--- config.mk ---
export PLATFORM = sky130hd
export DESIGN_NAME = cnt_cmd_sched
export DESIGN_NICKNAME = d
export VERILOG_FILES = /design/src/rtl/cnt_cmd_sched.sv
export SDC_FILE = /design/constraint.sdc
export NUM_CORES = 1
export LEC_CHECK = 0
export BUFFER_PORTS_ARGS = -buffer_cell sky130_fd_sc_hd__buf_2
export CAP_MARGIN = 40
export CORE_ASPECT_RATIO = 0.9
export CORE_MARGIN = 4
export CORE_UTILIZATION = 40
export CTS_BUF_LIST = sky130_fd_sc_hd__clkbuf_4 sky130_fd_sc_hd__clkbuf_8 sky130_fd_sc_hd__clkbuf_16
export CTS_CLUSTER_SIZE = 28
export DETAILED_ROUTE_END_ITERATION = 8
export SLEW_MARGIN = 20
export SYNTH_ARGS = -nofsm -noshare
export SYNTH_HDL_FRONTEND = slang
export SYNTH_SLANG_ARGS = --single-unit
export TNS_END_PERCENT = 30
--- constraint.sdc ---
create_clock -name clk -period 4.5 [get_ports clk]
set_input_delay 0.9 -clock clk [delete_from_list [all_inputs] [get_ports clk]]
set_output_delay 0.9 -clock clk [all_outputs]
set_load 0.01 [all_outputs]
--- src/rtl/cnt_cmd_sched.sv ---
// Command scheduler that shares one load/up-down counter between two requesters.
// It arbitrates round-robin between A and B and then drives the counter strobes.
// UP and DOWN steps are paced by STEP_GAP idle cycles. Every output is a register.
module cnt_cmd_sched #(
    parameter int STEP_GAP = 0,
    parameter int CNT_W    = 4
) (
    input  logic             clk,
    input  logic             rst,
    input  logic             req_a,
    input  logic [1:0]       cmd_a,
    input  logic [CNT_W-1:0] arg_a,
    output logic             gnt_a,
    output logic             done_a,
    input  logic             req_b,
    input  logic [1:0]       cmd_b,
    input  logic [CNT_W-1:0] arg_b,
    output logic             gnt_b,
    output logic             done_b,
    output logic             ctr_ce,
    output logic             ctr_load,
    output logic             ctr_up,
    output logic [CNT_W-1:0] ctr_data,
    output logic             busy,
    output logic             owner
);

    localparam int GAP_W = 4;
    localparam logic [1:0] CMD_LOAD = 2'b00;
    localparam logic [1:0] CMD_UP   = 2'b01;
    localparam logic [1:0] CMD_DOWN = 2'b10;

    typedef enum logic [1:0] {S_IDLE, S_GRANT, S_EXEC, S_DONE} state_t;

    state_t             state_reg, state_next;
    logic [1:0]         cmd_reg, cmd_next;
    logic [CNT_W-1:0]   arg_reg, arg_next;
    logic [CNT_W-1:0]   steps_reg, steps_next;
    logic [GAP_W-1:0]   gap_reg, gap_next;
    logic               ptr_reg, ptr_next;      // requester favoured on a tie (0 = A)
    logic               owner_reg, owner_next;
    logic               gnt_a_reg, gnt_a_next, gnt_b_reg, gnt_b_next;
    logic               done_a_reg, done_a_next, done_b_reg, done_b_next;
    logic               ce_reg, ce_next, load_reg, load_next, up_reg, up_next;
    logic [CNT_W-1:0]   data_reg, data_next;
    logic               busy_reg, busy_next;
    logic               win;

    // A lone requester wins outright; a tie goes to the favoured requester.
    assign win = (req_a && req_b) ? ptr_reg : req_b;

    // Next state and next output values. The registers below capture them on the clock edge.
    always_comb begin
        state_next  = state_reg;
        cmd_next    = cmd_reg;
        arg_next    = arg_reg;
        steps_next  = steps_reg;
        gap_next    = gap_reg;
        ptr_next    = ptr_reg;
        owner_next  = owner_reg;
        gnt_a_next  = 1'b0;
        gnt_b_next  = 1'b0;
        done_a_next = 1'b0;
        done_b_next = 1'b0;
        ce_next     = 1'b0;
        load_next   = 1'b0;
        up_next     = 1'b0;
        data_next   = '0;
        case (state_reg)
            S_IDLE: begin
                if (req_a || req_b) begin
                    state_next = S_GRANT;
                    owner_next = win;
                    ptr_next   = ~win;
                    gnt_a_next = ~win;
                    gnt_b_next = win;
                    cmd_next   = win ? cmd_b : cmd_a;
                    arg_next   = win ? arg_b : arg_a;
                end
            end
            S_GRANT: begin
                if (cmd_reg == CMD_LOAD) begin
                    state_next = S_EXEC;
                    load_next  = 1'b1;
                    data_next  = arg_reg;
                    steps_next = '0;
                end else if ((cmd_reg == CMD_UP || cmd_reg == CMD_DOWN) && arg_reg != '0) begin
                    // The first step pulse is issued on entry to EXEC.
                    state_next = S_EXEC;
                    ce_next    = 1'b1;
                    up_next    = (cmd_reg == CMD_UP);
                    steps_next = arg_reg - CNT_W'(1);
                    gap_next   = GAP_W'(STEP_GAP);
                end else begin
                    state_next  = S_DONE;
                    done_a_next = ~owner_reg;
                    done_b_next = owner_reg;
                end
            end
            S_EXEC: begin
                if (steps_reg == '0) begin
                    state_next  = S_DONE;
                    done_a_next = ~owner_reg;
                    done_b_next = owner_reg;
                end else begin
                    up_next = (cmd_reg == CMD_UP);
                    if (gap_reg != '0) begin
                        gap_next = gap_reg - GAP_W'(1);
                    end else begin
                        ce_next    = 1'b1;
                        steps_next = steps_reg - CNT_W'(1);
                        gap_next   = GAP_W'(STEP_GAP);
                    end
                end
            end
            S_DONE: begin
                state_next = S_IDLE;
            end
            default: begin
                state_next = S_IDLE;
            end
        endcase
        busy_next = (state_next != S_IDLE);
    end

    // State and output registers. An active-low reset aborts any command in progress.
    always_ff @(posedge clk) begin
        if (!rst) begin
            state_reg  <= S_IDLE;
            cmd_reg    <= '0;
            arg_reg    <= '0;
            steps_reg  <= '0;
            gap_reg    <= '0;
            ptr_reg    <= 1'b0;
            owner_reg  <= 1'b0;
            gnt_a_reg  <= 1'b0;
            gnt_b_reg  <= 1'b0;
            done_a_reg <= 1'b0;
            done_b_reg <= 1'b0;
            ce_reg     <= 1'b0;
            load_reg   <= 1'b0;
            up_reg     <= 1'b0;
            data_reg   <= '0;
            busy_reg   <= 1'b0;
        end else begin
            state_reg  <= state_next;
            cmd_reg    <= cmd_next;
            arg_reg    <= arg_next;
            steps_reg  <= steps_next;
            gap_reg    <= gap_next;
            ptr_reg    <= ptr_next;
            owner_reg  <= owner_next;
            gnt_a_reg  <= gnt_a_next;
            gnt_b_reg  <= gnt_b_next;
            done_a_reg <= done_a_next;
            done_b_reg <= done_b_next;
            ce_reg     <= ce_next;
            load_reg   <= load_next;
            up_reg     <= up_next;
            data_reg   <= data_next;
            busy_reg   <= busy_next;
        end
    end

    assign gnt_a    = gnt_a_reg;
    assign gnt_b    = gnt_b_reg;
    assign done_a   = done_a_reg;
    assign done_b   = done_b_reg;
    assign ctr_ce   = ce_reg;
    assign ctr_load = load_reg;
    assign ctr_up   = up_reg;
    assign ctr_data = data_reg;
    assign busy     = busy_reg;
    assign owner    = owner_reg;

endmodule

==> reports/metrics.sh <==
FIRST_PASS_GRT_WIRE_LENGTH_MM=5.32
NUMBER_OF_BUFFERS_CREATED_BY_CTS=5
SYNTH_AREA_LEADER_CELL='dfxtp_1'
TRITONCTS='built'
AREA_OF_COMBINATIONAL_CELLS_WITH_MULTIPLE_INPUTS_UM2=764
DRT-PASS1-ITER-COUNT=6
POST_ROUTE_CELLS_DRIVE_ABOVE_1_SHARE_PCT=22.7
POST_CTS_SETUP_REPAIR_BUFFER_COUNT=0
CP_CELL_SEQUENCE='inv_1, ha_1, inv_1, o211ai_1, or2_1, o311a_1'
FINAL-MAX-SLEW-VIOLATION-COUNT=0
INSERTION_DELAY_NS=0.28
DIEAREA_MM2=0.00464
POWER_PER_CELL_AREA_mW_PER_MM2=628
ANTENNA_VIOLATING_NETS_POST_ROUTE=0
GRT_MAX_DEGREE=16
SYN_AVG_CELL_AREA_UM2=8.70
GLOBALROUTETOTALUTIL_PCT=14.7
TIMING.CRITICAL_PATH.FROM_TYPE='flop'
DR_TOTAL_VIAS=1242
COUNT_OF_CELLS_ALONG_THE_WORST_REGISTER_TO_REGISTER_PATH=6
POSTPLACECELLAREA_MM2=0.00162
TOTAL_STAGE_COUNT_OF_THE_CRITICAL_PATH=6
FIRST_GLOBAL_VIAS=1159
LAYOUT_MIN_CYCLE_TIME_NS=2.11
NUMBER_OF_SYNTHESIZED_FLOPS_WITH_AN_ENABLE_PIN=0
MIN_FROM='owner'
FINALCRITPERIODSHARE_PCT=46.9
SYNTH_AREA_MM2=0.00144
MIN_DELAY_PATH_DEPTH=1
ROW_COUNT=20
ANTENNA_FOUND_INITIAL=0
IO_PINS=29
CHIPHEIGHT_UM=65.0
WORSTPATHBUFFERINVERTERCOUNT=2
RUN_STATUS='finished, final reports clean'
FLOW.AREA_GROWTH_FROM_SYNTHESIS_PCT=18.5
CRIT_TYPE='reg2reg'
CTS.SINK_COUNT=30
PATH_CLK_SLEW_NS=0.06
CTS_HTREE_LEVELS=2
INITIAL_UTILIZATION_PCT=42.1
FINAL_NET_COUNT=223
N_ANTENNA_CELL=0
WORST_SETUP_PATH_STARTPOINT='state_reg[0]'
SYNTH.CELLS.MOST_FREQUENT='dfxtp_1 (30), nor2_1 (23), inv_1 (16)'
CRITPATHTOPFAMILY='compound AO/OA/AOI/OAI gates'
CP_DATA_ARRIVAL_TIME_NS=2.27
CELLLEAKAGEPOWER_uW=0.000777
YS_FF_LATCH=30
GLOBALPLACE.CONGESTION=0.870
REMAINING_DRC_ERRORS=0
CLK_PATH_BUF_DEPTH=2
NETLIST_TOP_CELLS_AREA='dfxtp_1 (42%), ha_1 (7.8%), nor2_1 (6.0%), mux2i_1 (4.2%), inv_1 (4.2%)'
POST_CTS_RESIZED=0
MAPPEDNETLISTNETS=191
ROUTED_WIRE_LENGTH_MM=3.19
DRT_ITER0_MARKERS=34
SYNTHESIS.YOSYS.WARNINGS=0
HOLD_BUFFERS=0
SEQUENTIAL_ELEMENT_SHARE_OF_THE_SYNTHESIZED_AREA_PCT=41.6
CRITICAL_PATH_PEAK_FANOUT=13
FMAXACHIEVABLE_MHz=474
RSZ0062_AT_GRT='no'
MAXCAPVIOLATIONS=0
TIMING.SLEW.HEADROOM_PCT=61.8
NETLIST_CELL_TYPES=39
R2R-START='state_reg[0]'
VIA_PER_INST=5.13
DETAILEDPLACEMENTHPWL_MM=2.42
SYNTHDOMINANTCELLAREASHARE_PCT=41.6
REPORT.FINAL.SETUP_VIOL=0
CLOCK_TREE.ROOT_CELL='clkbuf_8'
HOLD_PATH_CLASS='reg2reg'
SYNTH_TOP_FLOP_CELL='dfxtp_1'
REGAREA_UM2=601
YOSYSMOSTFREQUENTCELL='dfxtp_1'
TIMING.CRITICAL_PATH.SLOWEST_CELL_DELAY_NS=0.37
SYNTH-ASYNC-RESET-RATIO_PCT=0
WORST_PATH_MAX_DELAY_CELL='o311a_1'
GRT_OVERFLOW=0
FILLERS=327
WIRE_PER_INST_UM=13.2
POSTSYNTHCELLCOUNT=166
SETUP_TNS_NS=0
PLACE.PORT_BUFFERS=28
CHIPWIDTH_UM=71.3
TIGHTESTPINTRANSITION_NS=0.558
CP.REQUIRED_NS=4.66
VDD_IR_DROP_MAX_mV=0.259
FINALINSTANCEAREA_MM2=0.00171
HOLD_VIOLATIONS=0
WORSTSETUPENDPOINTTYPE='flop'
FLOORPLAN.CORE_AREA_MM2=0.00343
PATH_COMMON_CELL='inv_1'
FINALCLOCKSKEW_NS=0.00576
==> placed cells by master, fill, tap and decap left out, types with 2 or more instances in the layout <==
cell,netlist,routed
or4_1,4,4
inv_1,16,16
a21oi_1,8,8
nand2_1,10,10
o311a_1,2,2
clkinv_2,0,2
clkbuf_8,0,5
nor3_1,10,10
nor2_1,23,23
mux2i_1,6,6
and2_1,4,4
o32ai_1,2,2
nand2b_1,2,2
o31ai_1,3,3
o21ai_0,3,3
and3_1,2,2
ha_1,9,9
buf_2,0,28
xor2_1,2,2
dfxtp_1,30,30
a211oi_1,6,6
==> where the power goes <==
part           internal, uW  switching [uW]  leakage, uW
sequential              332            52.3     0.000245
combinational           194             297     0.000488
clock                   103            94.8    0.0000438
==> logic make-up (layout without fill, tap and decap cells) <==
| logic type | Yosys count | in the layout | synth area share [%] |
|---|---|---|---|
| AO/OA/AOI/OAI | 34 | 34 | 17.2 |
| XOR/XNOR | 2 | 2 | 1.21 |
| adder cells (fa/ha/maj) | 9 | 9 | 7.80 |
| buffers and inverters | 21 | 53 | 5.46 |
| flip-flops | 30 | 30 | 41.6 |
| multiplexers | 6 | 6 | 4.16 |
| AND/OR/NAND/NOR | 64 | 64 | 22.5 |
==> per-layer routing <==
| metal | global-route usage, % | share of wire (%) | vias to the layer above |
|---|---|---|---|
| li1 | - | - | 642 |
| met5 | 0 | 0 | - |
| met3 | 5.89 | 5.2 | 4 |
| met1 | 18.6 | 49 | 571 |
| met4 | 4.23 | 0.97 | 0 |
| met2 | 22.9 | 45 | 25 |
==> final cells by class <==
cell class,instances,share of cell area (%)
clock buffers,5,4.02
clock inverters,2,0.585
inverters,17,3.73
multi-input cells,115,44.7
flip-flops and latches,30,35.1
well taps,44,3.22
repair buffers,29,8.63
==> worst reg2reg max path, cell delays in order, from the launching register on <==
cell      delay (ns)
dfxtp_1         0.36
inv_1           0.09
ha_1            0.36
inv_1           0.24
o211ai_1        0.24
or2_1           0.33
o311a_1         0.37
==> path summary, 6_finish.rpt <==
| kind | to | slack (ns) |
|---|---|---|
| setup reg to reg | steps_reg[1] | 2.39 |
| setup / recovery | steps_reg[1] | 2.39 |
| hold reg to reg | done_a | 0.46 |
| hold / removal | done_a | 0.46 |
==> per-stage QoR <==
step	util, %	hold WS (ns)	cells	worst slack (ns)	power (uW)
3_5_place_dp	47.4	0.455	234	2.34	871
6_report	49.9	0.465	242	2.39	1070
3_3_place_gp	47.4	0.441	234	2.40	857
5_1_grt	49.9	0.500	242	2.28	1160
4_1_cts	49.7	0.463	241	2.42	1070
2_1_floorplan	-	0.452	166	2.71	751
No activity file was read; power rests on OpenSTA's default activity.
